### config.mk
export PLATFORM = sky130hd
export DESIGN_NAME = i2c_codec_reg_target
export DESIGN_NICKNAME = d
export VERILOG_FILES = /design/src/rtl/i2c_codec_reg_target.sv
export SDC_FILE = /design/constraint.sdc
export NUM_CORES = 1
export LEC_CHECK = 0
export BUFFER_PORTS_ARGS = -buffer_cell sky130_fd_sc_hd__buf_4
export CAP_MARGIN = 20
export CORE_MARGIN = 2
export CORE_UTILIZATION = 62
export DETAILED_ROUTE_END_ITERATION = 8
export GPL_TIMING_DRIVEN = 1
export PLACE_DENSITY = 0.77
export REMOVE_ABC_BUFFERS = 1
export SKIP_LAST_GASP = 1
export SLEW_MARGIN = 20
export SYNTH_ARGS = -nofsm -noshare
export SYNTH_HDL_FRONTEND = slang
export SYNTH_SLANG_ARGS = --single-unit
### constraint.sdc
create_clock -name clk_clk -period 8.4 [get_ports clk_clk]
set_input_delay 1.26 -clock clk_clk [delete_from_list [all_inputs] [get_ports clk_clk]]
set_output_delay 1.26 -clock clk_clk [all_outputs]
set_load 0.02 [all_outputs]
### src/rtl/i2c_codec_reg_target.sv
// I2C write target modelling a codec control port: it decodes 7-bit register address + 9-bit data words into a shadow register file.
// Latency: bus inputs pass SYNC_STAGES flops, then one registered stage; rd_data has 1-cycle latency from rd_addr.
// Backpressure: none; the target never stretches SCL. It acks each byte by pulling SDA low through sda_oe.
// Optional feature: define I2C_CODEC_TGT_READ_EN to ack {DEV_ADDR,R} and return the last written word.
// Ports:
//   clk_clk, reset_reset (async active-high), scl_in, sda_in (pad inputs), sda_oe (1 = pull SDA low),
//   reg_wr_valid/reg_wr_addr/reg_wr_data (write pulse + held word), rd_addr/rd_data (shadow lookup),
//   busy (START..STOP), addr_err (sticky, out-of-range register write).
module i2c_codec_reg_target #(
  parameter logic [6:0] DEV_ADDR    = 7'h1A,
  parameter int         NUM_REGS    = 16,
  parameter int         SYNC_STAGES = 2
) (
  input  logic       clk_clk,
  input  logic       reset_reset,
  input  logic       scl_in,
  input  logic       sda_in,
  output logic       sda_oe,
  output logic       reg_wr_valid,
  output logic [6:0] reg_wr_addr,
  output logic [8:0] reg_wr_data,
  input  logic [3:0] rd_addr,
  output logic [8:0] rd_data,
  output logic       busy,
  output logic       addr_err
);

  localparam logic [3:0] ST_IDLE   = 4'd0;
  localparam logic [3:0] ST_ADDR   = 4'd1;
  localparam logic [3:0] ST_ACK_A  = 4'd2;
  localparam logic [3:0] ST_BYTE1  = 4'd3;
  localparam logic [3:0] ST_ACK1   = 4'd4;
  localparam logic [3:0] ST_BYTE2  = 4'd5;
  localparam logic [3:0] ST_ACK2   = 4'd6;
  localparam logic [3:0] ST_IGNORE = 4'd7;
`ifdef I2C_CODEC_TGT_READ_EN
  localparam logic [3:0] ST_RD     = 4'd8;
  localparam logic [3:0] ST_RD_ACK = 4'd9;
`endif

  // Synchronizers reset to the idle-bus level so reset release cannot fake an edge on SDA.
  logic [SYNC_STAGES-1:0] scl_sync, sda_sync;
  logic scl_d, sda_d;
  logic scl_s, sda_s;

  always_ff @(posedge clk_clk or posedge reset_reset) begin
    if (reset_reset) begin
      scl_sync <= '1;
      sda_sync <= '1;
      scl_d    <= 1'b1;
      sda_d    <= 1'b1;
    end else begin
      scl_sync <= {scl_sync[SYNC_STAGES-2:0], scl_in};
      sda_sync <= {sda_sync[SYNC_STAGES-2:0], sda_in};
      scl_d    <= scl_s;
      sda_d    <= sda_s;
    end
  end

  assign scl_s = scl_sync[SYNC_STAGES-1];
  assign sda_s = sda_sync[SYNC_STAGES-1];

  logic start_cond, stop_cond, scl_rise, scl_fall;
  // SCL must be high on both sides of the SDA transition to qualify as START/STOP.
  assign start_cond = scl_s && scl_d && sda_d && !sda_s;
  assign stop_cond  = scl_s && scl_d && !sda_d && sda_s;
  assign scl_rise   = scl_s && !scl_d;
  assign scl_fall   = !scl_s && scl_d;

  logic [3:0] state;
  logic [2:0] bit_cnt;
  logic [6:0] shreg;
  logic [7:0] byte1;
  logic       ack_arm;   // 0: waiting for the fall that starts the ack slot, 1: inside it
  logic [8:0] shadow [NUM_REGS];

  logic [7:0] rx_byte;
  logic [6:0] word_addr;
  logic [8:0] word_data;
  logic       word_in_range;

  assign rx_byte       = {shreg, sda_s};
  assign word_addr     = byte1[7:1];
  assign word_data     = {byte1[0], rx_byte};
  assign word_in_range = int'(word_addr) < NUM_REGS;

`ifdef I2C_CODEC_TGT_READ_EN
  logic       rd_mode;
  logic       tx_sel;      // 0: {addr, data[8]}, 1: data[7:0]
  logic       master_ack;
  logic [7:0] tx_hi, tx_lo, tx_byte;

  assign tx_hi   = {reg_wr_addr, reg_wr_data[8]};
  assign tx_lo   = reg_wr_data[7:0];
  assign tx_byte = tx_sel ? tx_lo : tx_hi;
`endif

  always_ff @(posedge clk_clk or posedge reset_reset) begin
    if (reset_reset) begin
      state        <= ST_IDLE;
      bit_cnt      <= 3'd0;
      shreg        <= 7'd0;
      byte1        <= 8'd0;
      ack_arm      <= 1'b0;
      sda_oe       <= 1'b0;
      busy         <= 1'b0;
      reg_wr_valid <= 1'b0;
      reg_wr_addr  <= 7'd0;
      reg_wr_data  <= 9'd0;
      addr_err     <= 1'b0;
      for (int i = 0; i < NUM_REGS; i++) shadow[i] <= 9'd0;
`ifdef I2C_CODEC_TGT_READ_EN
      rd_mode      <= 1'b0;
      tx_sel       <= 1'b0;
      master_ack   <= 1'b0;
`endif
    end else begin
      reg_wr_valid <= 1'b0;
      if (start_cond) begin
        state   <= ST_ADDR;
        bit_cnt <= 3'd0;
        sda_oe  <= 1'b0;
        busy    <= 1'b1;
      end else if (stop_cond) begin
        state   <= ST_IDLE;
        bit_cnt <= 3'd0;
        sda_oe  <= 1'b0;
        busy    <= 1'b0;
      end else begin
        case (state)
          ST_ADDR, ST_BYTE1, ST_BYTE2: begin
            if (scl_rise) begin
              shreg   <= rx_byte[6:0];
              bit_cnt <= bit_cnt + 3'd1;
              if (bit_cnt == 3'd7) begin
                ack_arm <= 1'b0;
                if (state == ST_ADDR) begin
                  if (rx_byte == {DEV_ADDR, 1'b0}) begin
                    state <= ST_ACK_A;
`ifdef I2C_CODEC_TGT_READ_EN
                    rd_mode <= 1'b0;
                  end else if (rx_byte == {DEV_ADDR, 1'b1}) begin
                    state   <= ST_ACK_A;
                    rd_mode <= 1'b1;
`endif
                  end else begin
                    state <= ST_IGNORE;
                  end
                end else if (state == ST_BYTE1) begin
                  byte1 <= rx_byte;
                  state <= ST_ACK1;
                end else begin
                  // Word commits as the second byte completes; a STOP before this point drops it.
                  state <= ST_ACK2;
                  if (word_in_range) begin
                    for (int i = 0; i < NUM_REGS; i++)
                      if (int'(word_addr) == i) shadow[i] <= word_data;
                    reg_wr_valid <= 1'b1;
                    reg_wr_addr  <= word_addr;
                    reg_wr_data  <= word_data;
                  end else begin
                    addr_err <= 1'b1;
                  end
                end
              end
            end
          end
          ST_ACK_A, ST_ACK1, ST_ACK2: begin
            if (scl_fall) begin
              if (!ack_arm) begin
                sda_oe  <= 1'b1;
                ack_arm <= 1'b1;
              end else begin
                ack_arm <= 1'b0;
                bit_cnt <= 3'd0;
                sda_oe  <= 1'b0;
                state   <= (state == ST_ACK1) ? ST_BYTE2 : ST_BYTE1;
`ifdef I2C_CODEC_TGT_READ_EN
                if (state == ST_ACK_A && rd_mode) begin
                  // First read bit goes out on the same fall that ends the address ack.
                  state  <= ST_RD;
                  tx_sel <= 1'b0;
                  sda_oe <= ~tx_hi[7];
                end
`endif
              end
            end
          end
`ifdef I2C_CODEC_TGT_READ_EN
          ST_RD: begin
            if (scl_rise) begin
              bit_cnt <= bit_cnt + 3'd1;
              if (bit_cnt == 3'd7) begin
                state   <= ST_RD_ACK;
                ack_arm <= 1'b0;
              end
            end else if (scl_fall) begin
              // After k rising edges the next bit to present is index 7-k, i.e. ~bit_cnt.
              sda_oe <= ~tx_byte[~bit_cnt];
            end
          end
          ST_RD_ACK: begin
            if (scl_rise) begin
              master_ack <= !sda_s;
            end else if (scl_fall) begin
              if (!ack_arm) begin
                sda_oe  <= 1'b0;
                ack_arm <= 1'b1;
              end else if (master_ack) begin
                ack_arm <= 1'b0;
                bit_cnt <= 3'd0;
                tx_sel  <= ~tx_sel;
                sda_oe  <= tx_sel ? ~tx_hi[7] : ~tx_lo[7];
                state   <= ST_RD;
              end else begin
                sda_oe <= 1'b0;
                state  <= ST_IGNORE;
              end
            end
          end
`endif
          default: ;
        endcase
      end
    end
  end

  logic [8:0] rd_mux;
  always_comb begin
    rd_mux = 9'd0;
    for (int i = 0; i < NUM_REGS; i++)
      if (int'(rd_addr) == i) rd_mux = shadow[i];
  end

  always_ff @(posedge clk_clk or posedge reset_reset) begin
    if (reset_reset) rd_data <= 9'd0;
    else             rd_data <= rd_mux;
  end

endmodule

# Word level (Yosys, flattened, before mapping)
# Index checks and enable logic that the tools add are counted.
# word_totals
reg_bits,202
inputBits,8
output_inout_bits,29
wordCells,179
# classes
n_addsub,1
magnitude_cmp,1
n_eq_ne,45
muxes,51
n_bitwise,5
reduce_logical,44
# ops
op,n
two-way mux 9 bit,16
AND reduction 9 bit,16
"equality test 7 x 5 -> 1 bit, second input constant",8
"equality test 4 bit, second input constant",8
"equality test 4 x 3 -> 1 bit, second input constant",7
"equality test 7 x 4 -> 1 bit, second input constant",4
two-way mux 4 bit,7
two-way mux 3 bit,7
two-way mux 1 bit,17
"equality test 4 x 2 -> 1 bit, second input constant",4
"inequality test 4 bit, second input constant",4
AND reduction 8 bit,2
"equality test 7 x 3 -> 1 bit, second input constant",2
"equality test 4 x 1 -> 1 bit, second input constant",2
"equality test 8 x 6 -> 1 bit, second input constant",1
case mux 4 bit (2 select lines),1
AND reduction 4 bit,2
"equality test 7 x 2 -> 1 bit, second input constant",1
logical AND 1 bit,7
logical NOT 7 bit,1
"less-than comparator 7 x 5 -> 1 bit, second input constant",1
AND reduction 7 bit,1
"inequality test 2 bit, second input constant",3
case mux 3 bit (2 select lines),1
14 further kinds,24

# Longest topological paths before layout
# depth
depth_word,17
ltp_mapped,8

# Worst setup path after synthesis
# Ideal clock, no wire load.
# synth_timing
kind,input port to flip-flop
start,input rd_addr[0]
end,register rd_data[7]
arrival_ns,2.514
setup_slack_ns,5.760
stages,6
n_path_buf,3
path_cell_list,buf_2 -> buf_2 -> buf_1 -> mux2i_1 -> a22oi_1 -> a221o_1
# synth_via
elab_chain_len,17
# synth_rtl
item,line,rtl
"start, declared",22,"input logic [3:0] rd_addr,"
logical NOT 4 bit,232,if (int'(rd_addr) == i) rd_mux = shadow[i];
two-way mux 9 bit (15 in series),232,
two-way mux 9 bit (*),232,
net rd_mux[7],228,logic [8:0] rd_mux;
"end signal, assigned",237,else rd_data <= rd_mux;
"end, declared",23,"output logic [8:0] rd_data,"
# The timed path passes the listed nets; every way through them passes the cells marked *.
# A chain may end at the register's enable or synchronous reset.

# Worst setup path in the final report
# Same ends and word-level chain as after synthesis.

==> results by group <==
Drt
  – Detail Route Antenna Nets: 0
  – Via density: 6.498
  – WL final: 21.96 mm
  – DR pass1 iterations: 5
  – Via count: 6238
  – Wirelength per Cell: 22.87 um
  – Initial drt markers: 640
  – Residual DRC: 0

Synth
  – Number of synthesized register bits: 201
  – Post-synth EDFFs: 0
  – Synth async-reset ratio: 100.0%
  – Synth warn: 0
  – Average size of a mapped cell: 12.53 um^2
  – Sequential fraction of the synthesis area: 53.52%
  – Synth cell types: 65
  – Cell count after synthesis: 751
  – Top_reg_cell synth: dfrtp_1
  – Syn Std Cell Area: 9413 um^2

Layout
  – Reg area: 5037 um^2
  – Footprint of the multi-input gates: 4088 um^2
  – Synth-to-layout area growth: 10.70%
  – Nets: 766
  – Fillcell total: 1055
  – Share of cells above drive strength 1: 33.03%
  – Antenna diodes: 0

Setup path
  – Reg-to-reg slack, setup: 5.57 ns
  – CP arrival: 3.31 ns
  – Worst Path Max Fanout: 80
  – Critical Path Source: rd_addr[0]
  – Timing endpoint of the critical path: rd_data[7]
  – Reg2reg path depth: 5
  – CP Capture Type: flip-flop
  – Reg-to-Reg Start: state[0]
  – Crit path kind: primary input to flip-flop
  – Reg2reg end: shadow[83]
  – Critical path launch point type: primary input
  – Required @ worst endpoint: 8.79 ns

Placed design
  – I/O Buffers: 36
  – Post-DP HPWL: 13.48 mm
  – RD Place Congestion: 0.9133

Clock tree
  – Worst-skew pair later-pin latency: 0.50 ns
  – Total CTS buffers: 22
  – TritonCTS clock tree: done
  – Post-cts gate resize count: 0
  – H-tree Lvls: 1
  – Longest Clk Path Bufs: 3
  – CTS Root Cell: clkbuf_16
  – Hold Buf Count CTS: 0
  – Worst-path clk slew: 0.06 ns
  – Setup Fix Bufs, Post-CTS: 0
  – CTS Sinks: 201

Timing
  – Final setup fails: 0
  – Final TNS setup: 0 ns
  – Maximum clock rate: 0.3424 GHz
  – Clk_skew: 0.008500 ns
  – Final hold vios: 0
  – Measured slew at the worst slew-check pin: 0.9763 ns
  – Slew margin rel.: 34.91%
  – Max-slew violations: 0
  – Post-route minimum period: 2.921 ns
  – RSZ-0062 raised after global routing: no
  – Final hold slack: 0.3547 ns
  – Final period utilization: 34.77%

GRT
  – Vias in the first global route: 6502
  – Antenna violations before repair: 0
  – GRT Total Usage: 27.91%
  – GRT overflow: 0
  – First-pass GRT wire length: 35.32 mm
  – Largest net degree at the start of global routing: 122

Hold path
  – Worst hold path class: flip-flop to flip-flop

Flow run
  – MaxCap Viol Count: 0

Floorplan
  – Core area: 15030 um^2
  – Chip width: 127.2 um
  – Die H: 127.2 um
  – Initial Util: 62.61%
  – IO Pins: 37
  – Die area: 16180 um^2
  – Core Rows: 45

Power and ir drop
  – LEAKAGE: 5.119 nW
  – Pwr Total: 2.303 mW
  – Peak VDD IR: 244.2 uV
  – PwrDens: 221.0 nW/um^2

Run status
  – Result of the run: finished clean
-- Yosys cell counts, drive strengths merged (3+ instances only) --
library cell | instances | area (um^2)
a21oi | 23 | 115.1
a211oi | 3 | 22.52
mux2 | 171 | 1926
nand2 | 65 | 244.0
nor2b | 16 | 102.6
nand2b | 13 | 81.33
mux4 | 6 | 135.1
dfrtp | 195 | 4880
or3 | 3 | 18.77
dfstp | 6 | 157.7
nor2 | 25 | 165.2
and3 | 3 | 18.77
buf | 24 | 130.1
nor3 | 8 | 45.04
a22o | 6 | 52.55
and2 | 4 | 25.02
a2bb2oi | 3 | 26.28
inv | 9 | 33.78
a22oi | 8 | 60.06
nand4 | 6 | 56.31
a31oi | 9 | 56.30
clkbuf | 33 | 123.9
a32oi | 9 | 78.83
a2111oi | 3 | 26.28
o21ai | 27 | 135.1
o32ai | 4 | 35.03
mux2i | 16 | 160.2
nand3 | 21 | 195.2
-- cell type report --
cell class | instances | share of cell area [%]
Tap cell | 188 | 2.257
Multi-Input combinational cell | 484 | 39.23
Timing Repair Buffer | 38 | 2.774
Clock inverter | 9 | 0.7085
Clock buffer | 31 | 6.292
Inverter | 9 | 0.3963
Sequential cell | 201 | 48.34
-- cell families after synthesis --
kind of cell | count (synthesis) | share of synthesized area (%)
xor+xnor | 1 | 0.09306
fa+ha+maj | 2 | 0.2658
flops | 201 | 53.52
compound gates | 115 | 8.481
buf+inv | 66 | 3.057
simple gates | 173 | 10.99
mux | 193 | 23.59
-- metrics by stage --
step | utilization [%] | std cells | cell area, um^2 | worst slack [ns]
final | 69.31 | 960 | 10420 | 5.479
after global routing | 69.31 | 960 | 10420 | 5.340
after CTS | 69.29 | 960 | 10420 | 5.547
after detailed placement | 64.44 | 920 | 9687 | 5.046
after global placement | 64.44 | 920 | 9687 | 5.068
after floorplan | - | 694 | 9159 | 1.668
-- how the worst min path moves through the flow --
| stage | from | endpoint | cells after the start |
|---|---|---|---|
| after global placement | scl_sync[0] | scl_sync[1] | 0 |
| after CTS | scl_sync[0] | scl_sync[1] | 0 |
| after detailed placement | scl_sync[0] | scl_sync[1] | 0 |
| after floorplan | scl_sync[0] | scl_sync[1] | 0 |
| after global routing | sda_sync[0] | sda_sync[1] | 0 |
| final | scl_sync[0] | scl_sync[1] | 0 |
-- registers in the layout, indices dropped and copies added (netlist names) --
| name | cells |
|---|---|
| ack_arm | 1 |
| addr_err | 1 |
| bit_cnt | 3 |
| busy | 1 |
| byte1 | 8 |
| rd_data | 9 |
| reg_wr_addr | 7 |
| reg_wr_data | 9 |
| reg_wr_valid | 1 |
| scl_d | 1 |
| scl_sync | 2 |
| sda_d | 1 |
| sda_oe | 1 |
| sda_sync | 2 |
| shadow | 144 |
| shreg | 7 |
| state | 3 |
-- cell usage in the layout (no fill, tap or decap), types with 4 or more instances in the layout --
| cell type | netlist | layout |
|---|---|---|
| nand3_1 | 12 | 12 |
| nand2b_1 | 13 | 13 |
| dfrtp_1 | 195 | 195 |
| mux2_2 | 144 | 144 |
| mux2_1 | 27 | 27 |
| a22o_1 | 6 | 6 |
| clkbuf_8 | 0 | 5 |
| inv_1 | 9 | 8 |
| clkinv_2 | 0 | 7 |
| nor2b_1 | 15 | 15 |
| a22oi_1 | 8 | 8 |
| a31oi_1 | 9 | 9 |
| nand2_1 | 65 | 65 |
| o32ai_1 | 4 | 4 |
| a21oi_1 | 23 | 23 |
| a32oi_1 | 9 | 9 |
| buf_4 | 2 | 37 |
| nand3_4 | 6 | 6 |
| mux4_2 | 6 | 6 |
| nor2_1 | 19 | 19 |
| and2_1 | 4 | 4 |
| o21ai_0 | 27 | 27 |
| dfstp_2 | 6 | 6 |
| mux2i_1 | 16 | 16 |
| nor3_1 | 7 | 7 |
| clkbuf_16 | 0 | 23 |
-- per-layer routing --
| layer | wire [um] | vias to the layer above | global-route usage [%] |
|---|---|---|---|
| met3 | 1342 | 68 | 4.690 |
| met2 | 10540 | 233 | 45.13 |
| met5 | 0 | - | 0 |
| met1 | 9277 | 3207 | 38.37 |
| met4 | 793 | 0 | 10.80 |
| li1 | - | 2730 | - |
-- report_power, final --
part	internal (mW)	total (mW)	switching, mW
clock	0.575	0.960	0.385
combinational	0.0759	0.181	0.105
sequential	1.01	1.16	0.155
-- critical path: stages --
cell and delay [ns]:
buf_4 0.72, nor2b_1 0.41, a22oi_1 0.27, or3_1 0.14, o211ai_1 0.10, a221o_1 0.36
Power figures use the tool's default switching activity.
